[config.mk]
export PLATFORM = sky130hd
export DESIGN_NAME = pip_mem_wb_hs
export DESIGN_NICKNAME = d
export VERILOG_FILES = /design/src/rtl/pip_mem_wb_hs.sv
export SDC_FILE = /design/constraint.sdc
export NUM_CORES = 1
export LEC_CHECK = 0
export CORE_ASPECT_RATIO = 1.4
export CORE_MARGIN = 2
export CORE_UTILIZATION = 49
export CTS_CLUSTER_DIAMETER = 60
export DETAILED_ROUTE_END_ITERATION = 8
export PLACE_DENSITY_LB_ADDON = 0.2
export SYNTH_ARGS = -nofsm -noshare
export SYNTH_HDL_FRONTEND = slang
export SYNTH_SLANG_ARGS = --single-unit
export TNS_END_PERCENT = 50
[constraint.sdc]
create_clock -name clk -period 2.8 [get_ports clk]
set_input_delay 0.42 -clock clk [delete_from_list [all_inputs] [get_ports clk]]
set_output_delay 0.42 -clock clk [all_outputs]
set_load 0.05 [all_outputs]
[src/rtl/pip_mem_wb_hs.sv]
// MEM/WB pipeline register with valid/ready handshake and a 2-entry skid buffer.
// It also provides writeback forwarding lookup, flush and a saturating stall counter.
module pip_mem_wb_hs #(
    parameter int unsigned XLEN  = 32,
    parameter int unsigned RAD_W = 5,
    parameter int unsigned CNT_W = 16
) (
    input  logic             clk,
    input  logic             rst,
    input  logic             flush,
    input  logic             in_valid,
    output logic             in_ready,
    input  logic [XLEN-1:0]  rd,
    input  logic [RAD_W-1:0] rs1_ad,
    input  logic [RAD_W-1:0] rs2_ad,
    input  logic [RAD_W-1:0] rd_ad,
    input  logic             rdEn,
    input  logic             DMread,
    output logic             out_valid,
    input  logic             out_ready,
    output logic [XLEN-1:0]  rd_p,
    output logic [RAD_W-1:0] rs1_ad_p,
    output logic [RAD_W-1:0] rs2_ad_p,
    output logic [RAD_W-1:0] rd_ad_p,
    output logic             rdEn_p,
    output logic             DMread_p,
    input  logic [RAD_W-1:0] qry_rs1_ad,
    input  logic [RAD_W-1:0] qry_rs2_ad,
    output logic             fwd_rs1_hit,
    output logic             fwd_rs2_hit,
    output logic [XLEN-1:0]  fwd_rs1_data,
    output logic [XLEN-1:0]  fwd_rs2_data,
    output logic [CNT_W-1:0] stall_cnt
);

    typedef struct packed {
        logic [XLEN-1:0]  rd;
        logic [RAD_W-1:0] rs1_ad;
        logic [RAD_W-1:0] rs2_ad;
        logic [RAD_W-1:0] rd_ad;
        logic             rdEn;
        logic             DMread;
    } entry_t;

    entry_t           in_e;
    entry_t           out_q, out_d;
    entry_t           skid_q, skid_d;
    logic             out_valid_q, out_valid_d;
    logic             skid_valid_q, skid_valid_d;
    logic [CNT_W-1:0] stall_cnt_q, stall_cnt_d;
    logic             in_fire;
    logic             out_fire;

    assign in_e = '{rd: rd, rs1_ad: rs1_ad, rs2_ad: rs2_ad, rd_ad: rd_ad,
                    rdEn: rdEn, DMread: DMread};

    // in_ready depends only on state, so out_ready never reaches it combinationally
    assign in_ready = ~skid_valid_q;
    assign in_fire  = in_valid & in_ready;
    assign out_fire = out_valid_q & out_ready;

    always_comb begin
        out_d        = out_q;
        skid_d       = skid_q;
        out_valid_d  = out_valid_q;
        skid_valid_d = skid_valid_q;
        if (flush) begin
            out_d        = '0;
            skid_d       = '0;
            out_valid_d  = 1'b0;
            skid_valid_d = 1'b0;
        end else if (!out_valid_q || out_fire) begin
            if (skid_valid_q) begin
                out_d        = skid_q;
                out_valid_d  = 1'b1;
                skid_valid_d = 1'b0;
            end else if (in_fire) begin
                out_d       = in_e;
                out_valid_d = 1'b1;
            end else begin
                out_valid_d = 1'b0;
            end
        end else if (in_fire) begin
            skid_d       = in_e;
            skid_valid_d = 1'b1;
        end
    end

    // Saturating stall counter; flush leaves it alone
    always_comb begin
        stall_cnt_d = stall_cnt_q;
        if (out_valid_q && !out_ready && (stall_cnt_q != {CNT_W{1'b1}})) begin
            stall_cnt_d = stall_cnt_q + CNT_W'(1);
        end
    end

    always_ff @(posedge clk) begin
        if (rst) begin
            out_q        <= '0;
            skid_q       <= '0;
            out_valid_q  <= 1'b0;
            skid_valid_q <= 1'b0;
            stall_cnt_q  <= '0;
        end else begin
            out_q        <= out_d;
            skid_q       <= skid_d;
            out_valid_q  <= out_valid_d;
            skid_valid_q <= skid_valid_d;
            stall_cnt_q  <= stall_cnt_d;
        end
    end

    assign out_valid = out_valid_q;
    assign rd_p      = out_q.rd;
    assign rs1_ad_p  = out_q.rs1_ad;
    assign rs2_ad_p  = out_q.rs2_ad;
    assign rd_ad_p   = out_q.rd_ad;
    assign rdEn_p    = out_q.rdEn & out_valid_q;
    assign DMread_p  = out_q.DMread & out_valid_q;
    assign stall_cnt = stall_cnt_q;

    function automatic logic cand(input logic v, input entry_t e, input logic [RAD_W-1:0] q);
        return v & e.rdEn & (e.rd_ad != '0) & (e.rd_ad == q);
    endfunction

    logic s1_skid, s1_out, s2_skid, s2_out;

    // Skid holds the younger entry, so it takes precedence over the output entry
    always_comb begin
        s1_skid      = cand(skid_valid_q, skid_q, qry_rs1_ad);
        s1_out       = cand(out_valid_q, out_q, qry_rs1_ad);
        s2_skid      = cand(skid_valid_q, skid_q, qry_rs2_ad);
        s2_out       = cand(out_valid_q, out_q, qry_rs2_ad);
        fwd_rs1_hit  = s1_skid | s1_out;
        fwd_rs2_hit  = s2_skid | s2_out;
        fwd_rs1_data = s1_skid ? skid_q.rd : (s1_out ? out_q.rd : '0);
        fwd_rs2_data = s2_skid ? skid_q.rd : (s2_out ? out_q.rd : '0);
    end

endmodule

==> results.sh, run 1 <==
export IMPL_cts_tree="done"
export IMPL_power_after_layout_w=0.00434
export IMPL_final_cell_count_no_fill=1141
export IMPL_design_final_nets=1007
export IMPL_powerDensity_mw_per_mm2=429
export IMPL_fin_crit_ns=2.74
export IMPL_htree_levels=4
export IMPL_grt_use_met2=0.513
export IMPL_finalCritPeriodShare=0.979
export IMPL_final_hold_violation_count=0
export IMPL_gp_congestion=0.860
export IMPL_vdd_ir_drop_max_v=0.000315
export IMPL_core_sq_mm=0.0138
export IMPL_viasPerCell=5.72
export IMPL_fp_dieW_um=104
export IMPL_grt_most_used_layer="met2"
export IMPL_synth_cell_area_sq_mm=0.00690
export IMPL_firstDrtPassIters=5
export IMPL_fmax_mhz=365
export IMPL_drv_cap=0
export IMPL_synthTopCellsByArea="sky130_fd_sc_hd__dfxtp_1 34%, sky130_fd_sc_hd__mux2i_1 7.1%, sky130_fd_sc_hd__mux2_4 6.3%, sky130_fd_sc_hd__nand2_1 5.8%, sky130_fd_sc_hd__a211oi_1 5.3%"
export IMPL_syn_area_per_cell_sq_um=8.47
export IMPL_postLayoutCoreUtil=0.732
export IMPL_netlist_cell_types=48
export IMPL_post_syn_nets=880
export IMPL_die_height_um=144
export IMPL_tritoncts_num_buffers=17
export IMPL_crit_path_class="reg2out"
export IMPL_worst_setup_path_start_kind="register"
export IMPL_io_buffers=196
export IMPL_netlist_instances=815
export IMPL_yosys_register_bits=116
export IMPL_required_time_worst_endpoint_ns=2.38
export IMPL_result_of_the_run="finished clean"
export IMPL_final_number_of_max_transition_violations=0
export IMPL_initial_core_utilization=0.499
export IMPL_critPathCaptureType="primary output"
export IMPL_slew_limit_headroom=0.453
export IMPL_power_leakage_nw=3.36
export IMPL_floorplan_die_area_sq_mm=0.0151
export IMPL_max_slew_worst_pin_slew_ns=0.821
export IMPL_hpwlAfterDp_um=14600
export IMPL_drt_initial_drc_count=282
export IMPL_yosysWarnings=0
export IMPL_post_route_worst_setup_slack_ns=0.0590
export IMPL_clock_insertion_delay_worst_skew_ns=0.41
export IMPL_filler_cell_count=1030
export IMPL_clk_transition_reported_paths_ns=0.06
export IMPL_routed_wl_um=21300
export IMPL_synth_largest_area_cell="sky130_fd_sc_hd__dfxtp_1"
export IMPL_floorplan_io_pins=197
export IMPL_placement_rows=51
export IMPL_placement_setup_worst_slack_ns=-0.00454
export IMPL_vias=6531
export IMPL_holdCritPathClass="reg2reg"
export IMPL_timing_critical_path_arrival_ns=2.32
export IMPL_grt_start_max_net_pins=54
export IMPL_grt_ovfl_total=0
export IMPL_seq_area_frac_synth=0.336
export IMPL_largest_fanout_on_the_critical_path=13
export IMPL_grtUsageTotal=0.279
export IMPL_post_drt_wl_per_cell_um=18.7
export IMPL_cts_sinks=116
export IMPL_number_of_remaining_drc_errors=0
export IMPL_finClkSkew_ns=0.00888
export IMPL_antenna_found_initial=1
export IMPL_clock_tree_buffer_depth=2
export IMPL_gr_usage_met1=0.295
export IMPL_setup_violations=0
export IMPL_syn_to_final_growth_pct=46.8
export IMPL_post_place_cells=1107
export IMPL_route_antenna_remaining_nets=0
export IMPL_cts_setup_buffers=0
export IMPL_first_global_vias=6420
export IMPL_clockRootBuffer="sky130_fd_sc_hd__clkbuf_16"
export IMPL_drive_gt1_frac=0.218
export IMPL_wire_length_of_the_first_global_routing_pass_um=33600
export IMPL_rsz0062_at_grt="no"
export IMPL_yosys_area_top_type_share=0.336
export IMPL_met3_usage=0.0545
-- stage by stage --
| stage | cell area, sq um | hold slack [ns] | TNS [ns] |
|---|---|---|---|
| after floorplan | 6910 | 0.436 | -4.32 |
| after global placement | 9220 | 0.441 | 0 |
| after detailed placement | 9220 | 0.447 | -0.00454 |
| after CTS | 9950 | 0.454 | -0.156 |
| after global routing | 10100 | 0.474 | 0 |
| final | 10100 | 0.456 | 0 |
-- state kept, by name, summed over array words and instances, names as in the netlist --
| register | cells |
|---|---|
| out_q | 2 |
| out_valid | 1 |
| rd_ad_p | 5 |
| rd_p | 32 |
| rs1_ad_p | 5 |
| rs2_ad_p | 5 |
| skid_q | 49 |
| skid_valid_q | 1 |
| stall_cnt | 16 |
-- repair_timing --
action,4_1_cts,5_1_grt
setup endpoints to repair,63,65
cloned,0,1
pin swaps,0,1
resized for setup,25,26
endpoints found under the hold margin,0,0
hold buffers,0,0
-- worst max-delay path, stage by stage, from the launching register on --
cell and delay [ns]:
sky130_fd_sc_hd__dfxtp_2 0.34, sky130_fd_sc_hd__or3_1 0.38, sky130_fd_sc_hd__o311a_4 0.33, sky130_fd_sc_hd__and4_4 0.18, sky130_fd_sc_hd__buf_12 0.16, sky130_fd_sc_hd__mux2_1 0.32, sky130_fd_sc_hd__buf_4 0.19
-- metal layers --
metal | part of all wire | vias up
met4 | 0.042 | 0
li1 | - | 3129
met3 | 0.051 | 61
met2 | 0.54 | 242
met5 | 0 | -
met1 | 0.37 | 3099
-- path summary, 6_finish.rpt --
| check | start | slack (ns) | cells after the start | to |
|---|---|---|---|---|
| setup / recovery | skid_q[6]$_SDFFE_PP0P_ | 0.06 | 6 | fwd_rs2_data[1] |
| hold / removal | skid_q[0]$_SDFFE_PP0P_ | 0.46 | 2 | skid_q[0]$_SDFFE_PP0P_ |
| setup reg to reg | stall_cnt[0]$_SDFFE_PP0P_ | 0.86 | 5 | stall_cnt[10]$_SDFFE_PP0P_ |
| hold reg to reg | skid_q[0]$_SDFFE_PP0P_ | 0.46 | 2 | skid_q[0]$_SDFFE_PP0P_ |
-- cells in the mapped netlist, drive strengths merged --
| cell type | number |
|---|---|
| dfxtp | 116 |
| o41ai | 2 |
| or4b | 1 |
| nand3b | 1 |
| a211oi | 49 |
| clkbuf | 51 |
| o311ai | 1 |
| nor2b | 2 |
| and3 | 3 |
| inv | 33 |
| a311oi | 1 |
| nand3 | 7 |
| nor4 | 32 |
| ha | 1 |
| and2 | 3 |
| mux2i | 49 |
| nor4b | 1 |
| o21a | 1 |
| or3 | 5 |
| or4 | 7 |
| mux2 | 33 |
| o21bai | 1 |
| buf | 67 |
| and4 | 3 |
| a21oi | 63 |
| xnor2 | 8 |
| nor3 | 8 |
| or2 | 4 |
| nor2 | 56 |
| o311a | 2 |
| o21ai | 8 |
| nand2b | 2 |
| nand4 | 39 |
| nand2 | 106 |
| o31ai | 36 |
| xor2 | 13 |
-- where the power goes --
group,switching (W),internal [W],total (W)
clock,0.000813,0.00125,0.00206
sequential,0.0000350,0.00169,0.00172
combinational,0.000341,0.000216,0.000558
-- cell type report --
type,instances,area [sq um],area share
clock buffer,18,439,0.0433
multi-input combinational,548,4050,0.400
antenna,1,2.50,0.000247
sequential,116,2330,0.230
clock inverter,14,129,0.0127
tap,185,231,0.0228
inverter,33,124,0.0122
timing repair buffer,226,2830,0.279
-- cells in the final DEF, fill, tap and decap left out, types with 8 or more instances in the layout --
master	netlist	layout
sky130_fd_sc_hd__buf_4	47	21
sky130_fd_sc_hd__nand4_1	39	39
sky130_fd_sc_hd__mux2_4	29	29
sky130_fd_sc_hd__inv_1	33	33
sky130_fd_sc_hd__xnor2_1	8	8
sky130_fd_sc_hd__dfxtp_1	116	112
sky130_fd_sc_hd__buf_12	3	58
sky130_fd_sc_hd__clkdlybuf4s50_1	0	130
sky130_fd_sc_hd__xor2_1	13	12
sky130_fd_sc_hd__buf_6	4	15
sky130_fd_sc_hd__a211oi_1	49	49
sky130_fd_sc_hd__mux2i_1	49	49
sky130_fd_sc_hd__clkbuf_16	0	18
sky130_fd_sc_hd__a21oi_1	63	63
sky130_fd_sc_hd__o31ai_4	0	26
sky130_fd_sc_hd__nor4_1	31	30
sky130_fd_sc_hd__nor2_1	56	54
sky130_fd_sc_hd__nand2_1	106	106
-- logic make-up (layout without fill, tap and decap cells) --
family | after synthesis | in the layout | share of synthesized area
buf+inv | 151 | 291 | 0.121
flops | 116 | 116 | 0.336
compound gates | 164 | 164 | 0.177
mux | 82 | 82 | 0.141
other cells | 0 | 1 | 0
xor+xnor | 21 | 21 | 0.0266
simple gates | 280 | 280 | 0.197
fa+ha+maj | 1 | 1 | 0.00181
Power figures use the tool's default switching activity.
==> inputs of run 2 (changes only) <==
--- a/config.mk
+++ b/config.mk
@@ -10,6 +10,7 @@
 export CORE_UTILIZATION = 49
 export CTS_CLUSTER_DIAMETER = 60
 export DETAILED_ROUTE_END_ITERATION = 8
+export GPL_TIMING_DRIVEN = 0
 export PLACE_DENSITY_LB_ADDON = 0.2
 export SYNTH_ARGS = -nofsm -noshare
 export SYNTH_HDL_FRONTEND = slang
==> results.sh, run 2 (synthesis results as in run 1) <==
export IMPL_result_of_the_run="finished, violations left"
export IMPL_failed_checks="negative setup slack"
export IMPL_combined_area_of_the_multi_input_logic_cells_sq_mm=0.00402
export IMPL_firstDrtPassIters=6
export IMPL_initial_core_utilization=0.499
export IMPL_r2r_slack_ns=0.25
export IMPL_post_drt_wl_per_cell_um=18.4
export IMPL_crit_path_class="reg2out"
export IMPL_floorplan_die_area_sq_mm=0.0151
export IMPL_route_antenna_remaining_nets=0
export IMPL_design_final_nets=1101
export IMPL_powerDensity_mw_per_mm2=457
export IMPL_grt_start_max_net_pins=17
export IMPL_final_number_of_max_transition_violations=0
export IMPL_post_route_worst_setup_slack_ns=-0.0473
export IMPL_hpwlAfterDp_um=15600
export IMPL_wire_length_of_the_first_global_routing_pass_um=35000
export IMPL_timing_hold_worst_path_depth=2
export IMPL_worst_setup_path_start_kind="register"
export IMPL_drive_gt1_frac=0.251
export IMPL_first_global_vias=6898
export IMPL_cts_tree="done"
export IMPL_filler_cell_count=1030
export IMPL_final_hold_violation_count=0
export IMPL_finalCritPeriodShare=1.02
export IMPL_finish_instance_area_sq_mm=0.0103
export IMPL_drv_cap=0
export IMPL_antenna_found_initial=0
export IMPL_endpoint_of_the_lowest_slack_register_to_register_path="rd_p[25]$_SDFFE_PP0P_"
export IMPL_fin_crit_ns=2.85
export IMPL_holdCritPathClass="in2reg"
export IMPL_slew_limit_headroom=0.431
export IMPL_die_height_um=144
export IMPL_timing_critical_path_arrival_ns=2.43
export IMPL_max_slew_worst_pin_slew_ns=0.854
export IMPL_clock_tree_buffer_depth=2
export IMPL_hold_ws_ns=0.391
export IMPL_rsz0062_at_grt="yes"
export IMPL_placement_cell_area_sq_mm=0.00910
export IMPL_clock_insertion_delay_worst_skew_ns=0.41
export IMPL_fmax_mhz=351
export IMPL_htree_levels=4
export IMPL_grtUsageTotal=0.292
export IMPL_register_with_the_highest_flop_count="skid_q"
export IMPL_r2r_cells=6
export IMPL_vias=7050
export IMPL_mostFrequentLayoutCell="sky130_fd_sc_hd__clkdlybuf4s50_1"
export IMPL_clk_transition_reported_paths_ns=0.05
export IMPL_gp_congestion=0.871
export IMPL_placement_setup_worst_slack_ns=-0.964
export IMPL_tritoncts_num_buffers=17
export IMPL_final_seq_area_sq_mm=0.00233
export IMPL_syn_to_final_growth_pct=48.9
export IMPL_floorplan_io_pins=197
export IMPL_core_sq_mm=0.0138
export IMPL_holdCritStartpoint="rst"
export IMPL_grt_ovfl_total=0
export IMPL_vdd_ir_drop_max_v=0.000471
export IMPL_largest_fanout_on_the_critical_path=10
export IMPL_number_of_remaining_drc_errors=0
export IMPL_setup_violations=30
export IMPL_placement_rows=51
export IMPL_viasPerCell=5.71
export IMPL_critPathCaptureType="primary output"
export IMPL_largest_reg_flops=49
export IMPL_fp_dieW_um=104
export IMPL_clockRootBuffer="sky130_fd_sc_hd__clkbuf_16"
export IMPL_cts_sinks=116
export IMPL_power_leakage_nw=3.66
export IMPL_finClkSkew_ns=0.00940
export IMPL_most_common_layout_cells="125 x sky130_fd_sc_hd__clkdlybuf4s50_1, 111 x sky130_fd_sc_hd__dfxtp_1, 106 x sky130_fd_sc_hd__nand2_1"
export IMPL_power_after_layout_w=0.00470
export IMPL_required_time_worst_endpoint_ns=2.38
export IMPL_drt_initial_drc_count=388
export IMPL_routed_wl_um=22800
export IMPL_io_buffers=195
export IMPL_holdPathEnd="stall_cnt[0]$_SDFFE_PP0P_"
export IMPL_rr_startpoint="skid_valid_q$_SDFFE_PP0P_"
export IMPL_fin_setup_tns_ns=-0.781
run 2: cell count changes in the layout (fill, tap and decap cells not counted), moves of 4 or more:
cell	previous run	this run
sky130_fd_sc_hd__bufinv_16	1	5
sky130_fd_sc_hd__buf_6	15	61
sky130_fd_sc_hd__buf_2	0	5
sky130_fd_sc_hd__buf_12	58	7
sky130_fd_sc_hd__inv_6	4	0
sky130_fd_sc_hd__dlymetal6s2s_1	0	4
sky130_fd_sc_hd__o31ai_4	26	22
sky130_fd_sc_hd__clkdlybuf4s50_1	130	125
sky130_fd_sc_hd__o31ai_2	4	8
sky130_fd_sc_hd__buf_4	21	60
sky130_fd_sc_hd__clkbuf_1	0	38
sky130_fd_sc_hd__clkbuf_2	0	14
run 2: final cells by class:
cell class	instances	share of cell area
buffer	115	0.0764
clock buffer	19	0.0421
timing repair buffer	205	0.209
sequential	116	0.227
clock inverter	13	0.0202
inverter	33	0.0120
tap	185	0.0225
antenna	1	0.000243
multi-input combinational	548	0.391
run 2: worst max-delay path, stage by stage (launching register included):
cell and delay (ns):
sky130_fd_sc_hd__dfxtp_4 0.35, sky130_fd_sc_hd__or3_4 0.38, sky130_fd_sc_hd__o311a_4 0.40, sky130_fd_sc_hd__and4_4 0.23, sky130_fd_sc_hd__buf_12 0.17, sky130_fd_sc_hd__mux2_4 0.32, sky130_fd_sc_hd__buf_6 0.16
run 2: worst max-delay path by stage:
stage                                       from          endpoint  depth (start not counted)
after floorplan           out_valid$_SDFFE_PP0N_   fwd_rs1_data[0]                          5
after global placement             qry_rs1_ad[0]   fwd_rs1_data[1]                          7
after detailed placement           qry_rs1_ad[2]  fwd_rs1_data[28]                          7
after CTS                 skid_q[6]$_SDFFE_PP0P_  fwd_rs2_data[31]                          6
after global routing      skid_q[6]$_SDFFE_PP0P_   fwd_rs2_data[6]                          6
final                     skid_q[6]$_SDFFE_PP0P_   fwd_rs2_data[6]                          6
run 2: through the flow:
stage,utilization,instances
after floorplan,-,815
after global placement,0.657,1195
after detailed placement,0.657,1195
after CTS,0.724,1228
after global routing,0.742,1234
final,0.742,1235
run 2: power by group:
| part | internal (W) | switching, W |
|---|---|---|
| combinational | 0.000242 | 0.000367 |
| sequential | 0.00169 | 0.0000342 |
| clock | 0.00158 | 0.000794 |
| total | 0.00351 | 0.00119 |
run 2: layer usage:
layer  global-route usage  vias up  routed length, um
li1                     -     3318                  -
met1                0.307     3324               8400
met2                0.527      327              11800
met3               0.0753       81               1580
met4                0.170        0                950
met5                    0        -                  0
run 2: what timing repair did:
item,CTS,global route
setup buffers,3,4
hold buffers,0,0
gates cloned,0,3
resized for setup,489,51
pin swaps,5,9
endpoints found under the setup margin,66,66
